==> config.mk <==
export PLATFORM = sky130hd
export DESIGN_NAME = ms_link
export DESIGN_NICKNAME = d
export VERILOG_FILES = /design/src/rtl/ms_link_pkg.sv /design/src/rtl/ms_link_if.sv /design/src/rtl/ms_link_master.sv /design/src/rtl/ms_link_slave.sv /design/src/rtl/ms_link.sv
export SDC_FILE = /design/constraint.sdc
export NUM_CORES = 1
export LEC_CHECK = 0
export BUFFER_PORTS_ARGS = -buffer_cell sky130_fd_sc_hd__buf_2
export CAP_MARGIN = 15
export CELL_PAD_IN_SITES_DETAIL_PLACEMENT = 0
export CELL_PAD_IN_SITES_GLOBAL_PLACEMENT = 1
export CORE_AREA = 2 2 94 96
export CTS_CLUSTER_SIZE = 28
export DETAILED_ROUTE_END_ITERATION = 10
export DIE_AREA = 0 0 96 98
export GPL_ROUTABILITY_DRIVEN = 0
export PLACE_DENSITY = 0.57
export SLEW_MARGIN = 40
export SYNTH_ARGS = -nofsm -noshare
export SYNTH_HDL_FRONTEND = slang
export SYNTH_HIERARCHICAL = 1
export SYNTH_SLANG_ARGS = --single-unit
==> constraint.sdc <==
create_clock -name clk -period 4.2 [get_ports clk]
set_input_delay 0.21 -clock clk [delete_from_list [all_inputs] [get_ports clk]]
set_output_delay 0.21 -clock clk [all_outputs]
set_load 0.005 [all_outputs]
==> src/rtl/ms_link_pkg.sv <==
// Shared widths and types for the master/slave write link.
package ms_pkg;

  localparam int DW = 8;
  localparam int AW = 2;

  typedef logic [AW-1:0] addr_t;
  typedef logic [DW-1:0] data_t;

endpackage

==> src/rtl/ms_link_if.sv <==
// Write channel between the master sequencer and the slave register file.
interface ms_if
  import ms_pkg::*;
#(
  parameter int AW = ms_pkg::AW,
  parameter int DW = ms_pkg::DW
) (
  input logic clk
);

  logic          rst;
  logic [AW-1:0] addr;
  logic [DW-1:0] data;
  logic          valid;
  logic          sready;

  modport master (output addr, data, valid, input clk, rst, sready);
  modport slave  (input addr, data, valid, clk, rst, output sready);

endinterface

==> src/rtl/ms_link_master.sv <==
// Write sequencer: after reset it keeps valid high and steps address/data on every accept.
module master
  import ms_pkg::*;
#(
  parameter int AW = ms_pkg::AW,
  parameter int DW = ms_pkg::DW
) (
  ms_if.master bus
);

  localparam logic [AW-1:0] ADDR_ONE = AW'(1);
  localparam logic [DW-1:0] DATA_ONE = DW'(1);

  logic [AW-1:0] addr_q, addr_d;
  logic [DW-1:0] data_q, data_d;
  logic          valid_q;
  logic          accept_s;

  assign accept_s = valid_q && bus.sready;

  // Advance the sequence only when the slave takes the current beat.
  always_comb begin
    addr_d = addr_q;
    data_d = data_q;
    if (accept_s) begin
      addr_d = addr_q + ADDR_ONE;
      data_d = data_q + DATA_ONE;
    end else begin
      addr_d = addr_q;
      data_d = data_q;
    end
  end

  // Sequencer state with synchronous reset.
  always_ff @(posedge bus.clk) begin
    if (bus.rst) begin
      addr_q  <= '0;
      data_q  <= '0;
      valid_q <= 1'b0;
    end else begin
      addr_q  <= addr_d;
      data_q  <= data_d;
      valid_q <= 1'b1;
    end
  end

  assign bus.addr  = addr_q;
  assign bus.data  = data_q;
  assign bus.valid = valid_q;

endmodule

==> src/rtl/ms_link_slave.sv <==
// Write sink: register file, post-write busy window and accepted-write counter.
module slave
  import ms_pkg::*;
#(
  parameter int AW   = ms_pkg::AW,
  parameter int DW   = ms_pkg::DW,
  parameter int BUSY = 1
) (
  ms_if.slave           bus,
  input  logic [AW-1:0] rd_addr,
  output logic [DW-1:0] rd_data,
  output logic [15:0]   wr_count
);

  localparam int         DEPTH     = 2 ** AW;
  localparam logic [3:0] BUSY_INIT = 4'(BUSY);

  logic [DW-1:0] mem_q [DEPTH];
  logic          sready_q, sready_d;
  logic [3:0]    busy_q, busy_d;
  logic [15:0]   wr_count_q, wr_count_d;
  logic          accept_s;

  assign accept_s = bus.valid && sready_q;

  // sready drops for BUSY cycles after each accept and returns as the counter hits zero.
  always_comb begin
    sready_d   = sready_q;
    busy_d     = busy_q;
    wr_count_d = wr_count_q;
    if (accept_s) begin
      wr_count_d = wr_count_q + 16'd1;
      busy_d     = BUSY_INIT;
      sready_d   = (BUSY_INIT == 4'd0);
    end else if (busy_q != 4'd0) begin
      busy_d   = busy_q - 4'd1;
      sready_d = (busy_q == 4'd1);
    end else begin
      sready_d = 1'b1;
    end
  end

  // Control registers and register file, all cleared by reset.
  always_ff @(posedge bus.clk) begin
    if (bus.rst) begin
      sready_q   <= 1'b0;
      busy_q     <= 4'd0;
      wr_count_q <= 16'd0;
      for (int i = 0; i < DEPTH; i++) begin
        mem_q[i] <= '0;
      end
    end else begin
      sready_q   <= sready_d;
      busy_q     <= busy_d;
      wr_count_q <= wr_count_d;
      if (accept_s) begin
        mem_q[bus.addr] <= bus.data;
      end
    end
  end

  assign bus.sready = sready_q;
  assign rd_data    = mem_q[rd_addr];
  assign wr_count   = wr_count_q;

endmodule

==> src/rtl/ms_link.sv <==
// Top wrapper: one write channel joining the master sequencer to the slave register file.
module ms_link
  import ms_pkg::*;
#(
  parameter int DW   = ms_pkg::DW,
  parameter int AW   = ms_pkg::AW,
  parameter int BUSY = 1
) (
  input  logic          clk,
  input  logic          rst,
  input  logic [AW-1:0] rd_addr,
  output logic [DW-1:0] rd_data,
  output logic [15:0]   wr_count
);

  ms_if #(.AW(AW), .DW(DW)) bus (.clk(clk));

  assign bus.rst = rst;

  master #(.AW(AW), .DW(DW)) u_master (
    .bus (bus)
  );

  slave #(.AW(AW), .DW(DW), .BUSY(BUSY)) u_slave (
    .bus      (bus),
    .rd_addr  (rd_addr),
    .rd_data  (rd_data),
    .wr_count (wr_count)
  );

endmodule

==> results.yml, run 1 <==
drt:
  drc: 0
  drt-wirelength-per-cell_um: 14.8
  met3_length_um: 194
  dr.first_iter.drc_count: 87
  antenna_left: 0
  totalWireLength_mm: 5.67
  detailroute.wirelength.met2_mm: 2.66
  first_pass_iters: 4
  viasPerCell: 4.73
  highest_layer: "met4"
  num_vias: 1812
  post_route_met1_wirelength_mm: 2.77
timing:
  final_hold_viol_count: 0
  finalHoldWorstSlack_ns: 0.364
  rsz0062_at_grt: "false"
  skew_ns: 0.00802
  relSlewSlack: 0.510
  timing_worst_slew_pin_value_ns: 0.734
  final_setup_tns_ns: 0
  final-max-slew-violation-count: 0
  fmax_ghz: 0.479
  setup-violations-final: 0
  post-route-min-period_ns: 2.09
  final.period_utilization: 0.497
logic_synthesis:
  synth_largest_area_cell: "sky130_fd_sc_hd__edfxtp_1"
  net_count_after_synthesis: 247
  synth_top_area_frac: 0.344
  synth_sequential_area_ratio: 0.574
  netlist_instances: 239
  post_synth.cell_area_avg_um2: 11.7
  synth.top_cells.by_area: "sky130_fd_sc_hd__edfxtp_1 34%, sky130_fd_sc_hd__dfxtp_1 23%, sky130_fd_sc_hd__and2_1 7.2%, sky130_fd_sc_hd__mux4_2 6.5%, sky130_fd_sc_hd__xnor2_1 3.8%"
  yosys_register_bits: 64
  ys_types: 35
  yosysWarnings: 6
  post_synthesis_instance_area_um2: 2790
pwr:
  p_comb_frac: 0.106
  p_clk_frac: 0.414
  power.leakage_uw: 0.00121
  switching_share: 0.251
  p_int_uw: 1170
  p_per_area_nw_per_um2: 477
  vdd_ir_drop_max_v: 0.000213
  power.sequential.fraction: 0.480
  switching_power_uw: 394
outcome:
  status: "finished, final reports clean"
cts:
  clk-insertion-delay-late_ns: 0.35
  cts_root_buffer: "sky130_fd_sc_hd__clkbuf_8"
  holdBufCountCts: 0
  cts-htree-levels: 3
  cts_resized: 0
  cts_tree: "built"
  cts_setup_buffers: 0
  cts_buffer_depth: 2
  cts_sinks: 64
  numCtsBuffers: 9
  path_clk_slew_ns: 0.07
setup_path:
  timing.setup.critical_path_class: "flip-flop to flip-flop"
  critPathMaxStageDelay_ns: 0.62
  start_kind: "flip-flop"
  ordered_cell_list_for_the_critical_path: "nand2_1, nor4b_2, or2_2"
  crit_path_max_fanout: 10
  setup.worst_path.end_class: "flip-flop"
  critical_path_required_ns: 4.24
  crit_arrival_ns: 2.13
  worst_path_max_delay_cell: "sky130_fd_sc_hd__nor4b_2"
layout:
  mostFrequentLayoutCells: "32 x sky130_fd_sc_hd__dfxtp_1, 32 x sky130_fd_sc_hd__and2_1, 32 x sky130_fd_sc_hd__edfxtp_1"
  fillers: 839
  flow.area_growth_from_synthesis_pct: 17.7
  share_of_layout_cells_above_drive_strength_1: 0.225
  final_net_count: 278
  num_antenna_cells: 0
global_routing:
  grt_antenna_before_repair: 0
  grt_max_degree: 39
  gr-usage-all-layers: 0.134
  globalRouteOverflowTotal: 0
  grt_first_pass_wirelength_mm: 9.36
  grt_pass1_vias: 1758
floorplan:
  core_um2: 8470
  floorplan.die_area_um2: 9410
  die_h_um: 98
  initial_utilization: 0.330
  row_count: 34
  die_w_um: 96
  io_pins: 28
placement:
  port-buffer-count: 27
  dpl.hpwl_mm: 3.78
job:
  drv.max_cap_violation_count: 0
hold_path:
  type_of_the_worst_min_delay_path: "input pin to flip-flop"
==> kinds of logic after synthesis <==
group	share of synthesized area
AOI/OAI and AO/OA	0.0448
adders and majority gates	0.0179
muxes	0.0686
and+or+nand+nor	0.224
DFF	0.574
xor gates and xnor gates	0.0502
buffers and inverters	0.0206
==> area by class of cell <==
type	instances	area (um^2)	share of cell area
timing repair buffer	27	135	0.0411
tap	108	135	0.0411
multi-input combinational	160	1140	0.347
clock inverter	7	120	0.0366
clock buffer	9	124	0.0377
sequential	64	1600	0.488
inverter	8	30.0	0.00914
==> per-layer routing <==
metal  GRT usage  up-vias
li1            -      914
met1       0.182      865
met2       0.194       27
met3      0.0432        6
met4      0.0593        0
met5           0        -
==> power by group through the flow <==
stage	registers (uW)	logic (uW)	clock network, uW
6_report	751	166	649
5_1_grt	759	195	701
4_1_cts	752	169	664
3_5_place_dp	766	169	0
3_3_place_gp	764	167	0
2_1_floorplan	750	132	0
==> worst max-delay path: cells and delay by family (launching register included) <==
kind / cells / cell delay, ns
simple gates: 3 / 1.28
flops: 1 / 0.50
==> metrics by stage <==
step                       util  worst slack [ns]  std cells  area [um^2]  power (uW)
after floorplan               -              2.41        239         2790         882
after global placement    0.358              2.07        367         3030         931
after detailed placement  0.358              1.93        367         3030         934
after CTS                 0.387              1.90        383         3280        1580
after global routing      0.388              1.85        383         3280        1650
final                     0.388              2.11        383         3280        1570
==> synth_stat cells (all sizes together) <==
cell type  number
nand3           8
ha              4
and4            1
a21oi          13
nand2b          2
xor2            4
and2           32
edfxtp         32
or2             3
nand2           9
mux4            8
nor2b           1
nand4           6
o31ai           1
nor2           21
a41o            1
or4             1
nor4            5
xnor2          12
dfxtp          32
a211oi          1
nand3b          1
o21ai           7
inv             8
nor4b           3
mux2            1
nor3            5
or3b            1
clkbuf          5
buf             2
or3             9
==> state kept, by name, summed over array words and instances (netlist names) <==
register and flops:
u_slave/wr_count 16, u_slave/bus.sready 1, u_master/bus.valid 1, u_slave/busy_q 4, u_master/bus.addr 2, u_master/bus.data 8, u_slave/mem_q 32
==> final timing paths <==
check	startpoint	end	slack, ns	depth (start not counted)
min	rst	u_master/bus.valid	0.36	2
max reg2reg	u_slave/bus.sready	u_slave/mem_q[1][4]	2.11	3
max	u_slave/bus.sready	u_slave/mem_q[1][4]	2.11	3
min reg2reg	u_slave/wr_count[15]	u_slave/wr_count[15]	0.50	2
No activity file was read; power rests on OpenSTA's default activity.
==> run 2, diff against run 1 <==
Settings changed: PLACE_DENSITY 0.57 to 0.59.
Clock period 4.2 ns to 1.77 ns, I/O delays scaled along.
==> results.yml, run 2 (synthesized netlist as in run 1, its figures left out) <==
global_routing:
  grt_max_degree: 17
  globalRouteOverflowTotal: 0
  grt_antenna_before_repair: 0
  gr-usage-all-layers: 0.128
  grt_first_pass_wirelength_mm: 9.18
  grt_pass1_vias: 1846
cts:
  cts_buffer_depth: 2
  clk-insertion-delay-late_ns: 0.33
  holdBufCountCts: 0
  cts-htree-levels: 3
  numCtsBuffers: 9
  cts_sinks: 64
  cts_tree: "built"
  path_clk_slew_ns: 0.07
  cts_root_buffer: "sky130_fd_sc_hd__clkbuf_8"
setup_path:
  critical_path_buf_inv_count: 0
  setup.worst_path.end_class: "flip-flop"
  worst_path_max_delay_cell: "sky130_fd_sc_hd__or3_1"
  rr_startpoint: "u_slave/wr_count[4]"
  timing.setup.critical_path_class: "flip-flop to flip-flop"
  r2r.worst_path.cells: 4
  critPathMaxStageDelay_ns: 0.42
  regToRegEndpoint: "u_slave/wr_count[13]"
  ordered_cell_list_for_the_critical_path: "nand4_1, or3_1, or3_1, a21oi_1"
  library_cell_appearing_most_often_on_the_critical_path: "sky130_fd_sc_hd__or3_1"
  flop2flop_setup_slack_ns: 0.13
  critical_path_required_ns: 2.03
  crit_arrival_ns: 1.90
  timing.critical_path.max_delay_family: "simple AND/OR/NAND/NOR gates"
  crit_path_max_fanout: 7
  start_kind: "flip-flop"
hold_path:
  worst_hold_end: "u_master/bus.valid"
  beginning_of_the_worst_hold_path: "rst"
  hold_path_stages: 3
  type_of_the_worst_min_delay_path: "input pin to flip-flop"
pwr:
  vdd_ir_drop_max_v: 0.000512
  power.leakage_uw: 0.00125
  design_power_total_uw: 3450
  p_per_area_nw_per_um2: 1030
layout:
  registers.top_by_ff_count: "u_slave/mem_q"
  mostFrequentLayoutCells: "32 x sky130_fd_sc_hd__dfxtp_1, 32 x sky130_fd_sc_hd__and2_1, 32 x sky130_fd_sc_hd__edfxtp_1"
  share_of_layout_cells_above_drive_strength_1: 0.263
  number_of_flip_flops_in_the_largest_register: 32
  num_antenna_cells: 0
  final_net_count: 292
  flow.area_growth_from_synthesis_pct: 19.9
  fillers: 863
timing:
  final.period_utilization: 0.925
  setup-violations-final: 0
  fmax_ghz: 0.611
  setup_slack_ns: 0.134
  final_hold_viol_count: 0
  finalHoldWorstSlack_ns: 0.218
  relSlewSlack: 0.725
  post-route-min-period_ns: 1.64
  final-max-slew-violation-count: 0
  skew_ns: 0.0118
  final_setup_tns_ns: 0
  timing_worst_slew_pin_value_ns: 0.409
floorplan:
  core_um2: 8470
  die_w_um: 96
  io_pins: 28
  floorplan.die_area_um2: 9410
  row_count: 34
  die_h_um: 98
  initial_utilization: 0.330
drt:
  dr.first_iter.drc_count: 65
  first_pass_iters: 4
  antenna_left: 0
  num_vias: 1833
  drc: 0
  viasPerCell: 4.62
  drt-wirelength-per-cell_um: 13.9
  totalWireLength_mm: 5.52
job:
  drv.max_cap_violation_count: 0
outcome:
  status: "finished, final reports clean"
placement:
  port-buffer-count: 27
  dp_slack_ns: 0.139
  dpl.hpwl_mm: 3.77
run 2: what timing repair did:
item,CTS,global route
setup endpoints to repair,0,3
setup buffers,0,1
gates resized for setup,0,1
run 2: worst max path at each step:
stage / from / slack, ns / endpoint / cells past startpoint
6_report: u_slave/wr_count[4] / 0.13 / u_slave/wr_count[13] / 4
5_1_grt: u_slave/wr_count[4] / -0.01 / u_slave/wr_count[15] / 4
4_1_cts: u_slave/wr_count[0] / 0.13 / u_slave/wr_count[14] / 5
3_5_place_dp: u_slave/wr_count[0] / 0.14 / u_slave/wr_count[14] / 5
3_3_place_gp: u_slave/wr_count[4] / 0.17 / u_slave/wr_count[15] / 4
2_1_floorplan: u_slave/bus.sready / 0.06 / u_slave/mem_q[2][0] / 3
run 2: layout make-up:
type                    count  area [um^2]  area share
flip-flops and latches     64         1600       0.479
multi-input cells         160         1140       0.342
repair buffers             41          240      0.0718
well taps                 108          135      0.0404
clock buffers               9          124      0.0370
clock inverters             7         71.3      0.0213
inverters                   8         30.0     0.00898
run 2: metal layers:
| layer | wire [um] | vias to the layer above | share of wire | GRT usage |
|---|---|---|---|---|
| met5 | 0 | - | 0 | 0 |
| met4 | 44 | 0 | 0.0080 | 0.0429 |
| li1 | - | 945 | - | - |
| met3 | 212 | 4 | 0.038 | 0.0448 |
| met2 | 2640 | 34 | 0.48 | 0.200 |
| met1 | 2620 | 850 | 0.47 | 0.165 |
run 2: worst register-to-register path, delay by kind of cell, from the launching register on:
kind               cells  cell delay (ns)
and+or+nand+nor        3             1.01
AOI/OAI and AO/OA      1             0.14
DFF                    1             0.41
run 2: power breakdown:
part	leakage [uW]	internal (uW)	total, uW	switching (uW)
Sequential	0.000591	1660	1760	99.5
Combinational	0.000564	219	456	237
Clock	0.0000933	650	1240	586
Total	0.00125	2530	3450	922
run 2: metrics by stage:
| step | std cells | instance area [um^2] | util |
|---|---|---|---|
| after floorplan | 239 | 2800 | - |
| after global placement | 380 | 3140 | 0.371 |
| after detailed placement | 380 | 3140 | 0.371 |
| after CTS | 396 | 3330 | 0.394 |
| after global routing | 397 | 3350 | 0.395 |
| final | 397 | 3350 | 0.395 |
==> run 3, diff against run 2 <==
--- a/config.mk
+++ b/config.mk
@@ -16,4 +16,5 @@
 export GPL_ROUTABILITY_DRIVEN = 0
 export PLACE_DENSITY = 0.59
+export SETUP_SLACK_MARGIN = 0.4
 export SLEW_MARGIN = 40
 export SYNTH_ARGS = -nofsm -noshare
==> constraint.sdc (replaced) <==
create_clock -name clk -period 1.77 [get_ports clk]
set_input_delay 0.531 -clock clk [delete_from_list [all_inputs] [get_ports clk]]
set_output_delay 0.531 -clock clk [all_outputs]
set_load 0.005 [all_outputs]
==> results.yml, run 3 (synthesized netlist as in run 1, its figures left out) <==
outcome:
  status: "finished with violations"
  violations: "setup timing"
floorplan:
  die_w_um: 96
  floorplan.die_area_um2: 9410
  io_pins: 28
  initial_utilization: 0.330
  row_count: 34
  core_um2: 8470
  die_h_um: 98
setup_path:
  crit_path_max_fanout: 8
  worst_path_max_delay_cell: "sky130_fd_sc_hd__mux4_2"
  start_kind: "input pin"
  timing.setup.critical_path_class: "input pin to primary output"
  ordered_cell_list_for_the_critical_path: "buf_6, buf_12, mux4_2, buf_2"
  crit_arrival_ns: 1.36
  critPathMaxStageDelay_ns: 0.49
  critical_path_required_ns: 1.24
  setup.worst_path.end_class: "primary output"
drt:
  antenna_left: 0
  totalWireLength_mm: 6.16
  drt-wirelength-per-cell_um: 14.5
  drc: 0
  viasPerCell: 4.73
  first_pass_iters: 4
  dr.first_iter.drc_count: 79
  num_vias: 2004
timing:
  setup-violations-final: 8
  skew_ns: 0.00961
  final_setup_tns_ns: -0.936
  relSlewSlack: 0.804
  final-max-slew-violation-count: 0
  setup_slack_ns: -0.122
  fmax_ghz: 0.528
  timing_worst_slew_pin_value_ns: 0.291
  final.period_utilization: 1.07
  finalHoldWorstSlack_ns: 0.483
  final_hold_viol_count: 0
  post-route-min-period_ns: 1.89
  rsz0062_at_grt: "true"
cts:
  cts-htree-levels: 3
  numCtsBuffers: 9
  cts_sinks: 64
  cts_root_buffer: "sky130_fd_sc_hd__clkbuf_8"
  cts_buffer_depth: 2
  path_clk_slew_ns: 0.07
  cts_tree: "built"
  clk-insertion-delay-late_ns: 0.35
placement:
  dpl.hpwl_mm: 3.97
  dp_slack_ns: -0.174
  port-buffer-count: 27
layout:
  registers.top_by_ff_count: "u_slave/mem_q"
  final_net_count: 319
  postLayoutCoreUtil: 0.471
  share_of_layout_cells_above_drive_strength_1: 0.494
  mostFrequentLayoutCells: "32 x sky130_fd_sc_hd__and2_1, 32 x sky130_fd_sc_hd__edfxtp_1, 30 x sky130_fd_sc_hd__buf_4"
  number_of_flip_flops_in_the_largest_register: 32
  num_antenna_cells: 0
  flow.area_growth_from_synthesis_pct: 42.8
global_routing:
  grt_first_pass_wirelength_mm: 9.94
  grt_max_degree: 16
  grt_pass1_vias: 2006
  gr-usage-all-layers: 0.142
  globalRouteOverflowTotal: 0
  grt_antenna_before_repair: 0
pwr:
  design_power_total_uw: 3870
  power.leakage_uw: 0.00152
  vdd_ir_drop_max_v: 0.000450
  p_per_area_nw_per_um2: 970
hold_path:
  type_of_the_worst_min_delay_path: "flip-flop to flip-flop"
job:
  drv.max_cap_violation_count: 0
## run 3: changes by cell type in the layout (fill, tap and decap cells not counted), sizes merged
cell      before  now
buf           41   68
bufinv         1    2
clkinv         3    2
clkinvlp       2    3
inv            9    8
## run 3: power breakdown
part / internal (uW) / switching, uW / total (uW)
Sequential: 1670 / 141 / 1810
Clock: 791 / 598 / 1390
Combinational: 369 / 294 / 663
## run 3: worst max-delay path, delay by kind of cell
kind,cells,cell delay (ns)
buffers and inverters,3,0.34
muxes,1,0.49
## run 3: per-layer routing
| layer | vias up | GRT usage | wire length (um) |
|---|---|---|---|
| li1 | 1004 | - | - |
| met1 | 955 | 0.170 | 2590 |
| met2 | 35 | 0.233 | 3250 |
| met3 | 10 | 0.0386 | 212 |
| met4 | 0 | 0.0692 | 113 |
| met5 | - | 0 | 0 |
## run 3: repair_timing
| item | in CTS | in global routing |
|---|---|---|
| endpoints found under the setup margin | 54 | 59 |
| pin swaps | 6 | 21 |
| resized for setup | 37 | 39 |
| hold buffers | 0 | 0 |
| buffers inserted | 12 | 17 |
## run 3: layout make-up
type                       instances  area [um^2]
clock inverter                     7         96.3
fill                             792         4480
multi-input combinational        160         1380
inverter                           8         30.0
timing repair buffer              68          561
clock buffer                       9          124
tap                              108          135
sequential                        64         1660
## run 3: worst paths after layout
check                            start                    to  slack, ns  cells past startpoint
setup / recovery            rd_addr[0]            rd_data[7]      -0.12                      4
hold / removal    u_slave/wr_count[15]  u_slave/wr_count[15]       0.48                      2
setup reg to reg    u_slave/bus.sready  u_slave/wr_count[13]       0.30                      4
hold reg to reg   u_slave/wr_count[15]  u_slave/wr_count[15]       0.48                      2
## run 3: through the flow
step                      instance area (um^2)  std cells
final                                     3990        424
after detailed placement                  3220        379
after floorplan                           2920        239
after global routing                      3990        424
after global placement                    3220        379
after CTS                                 3690        407
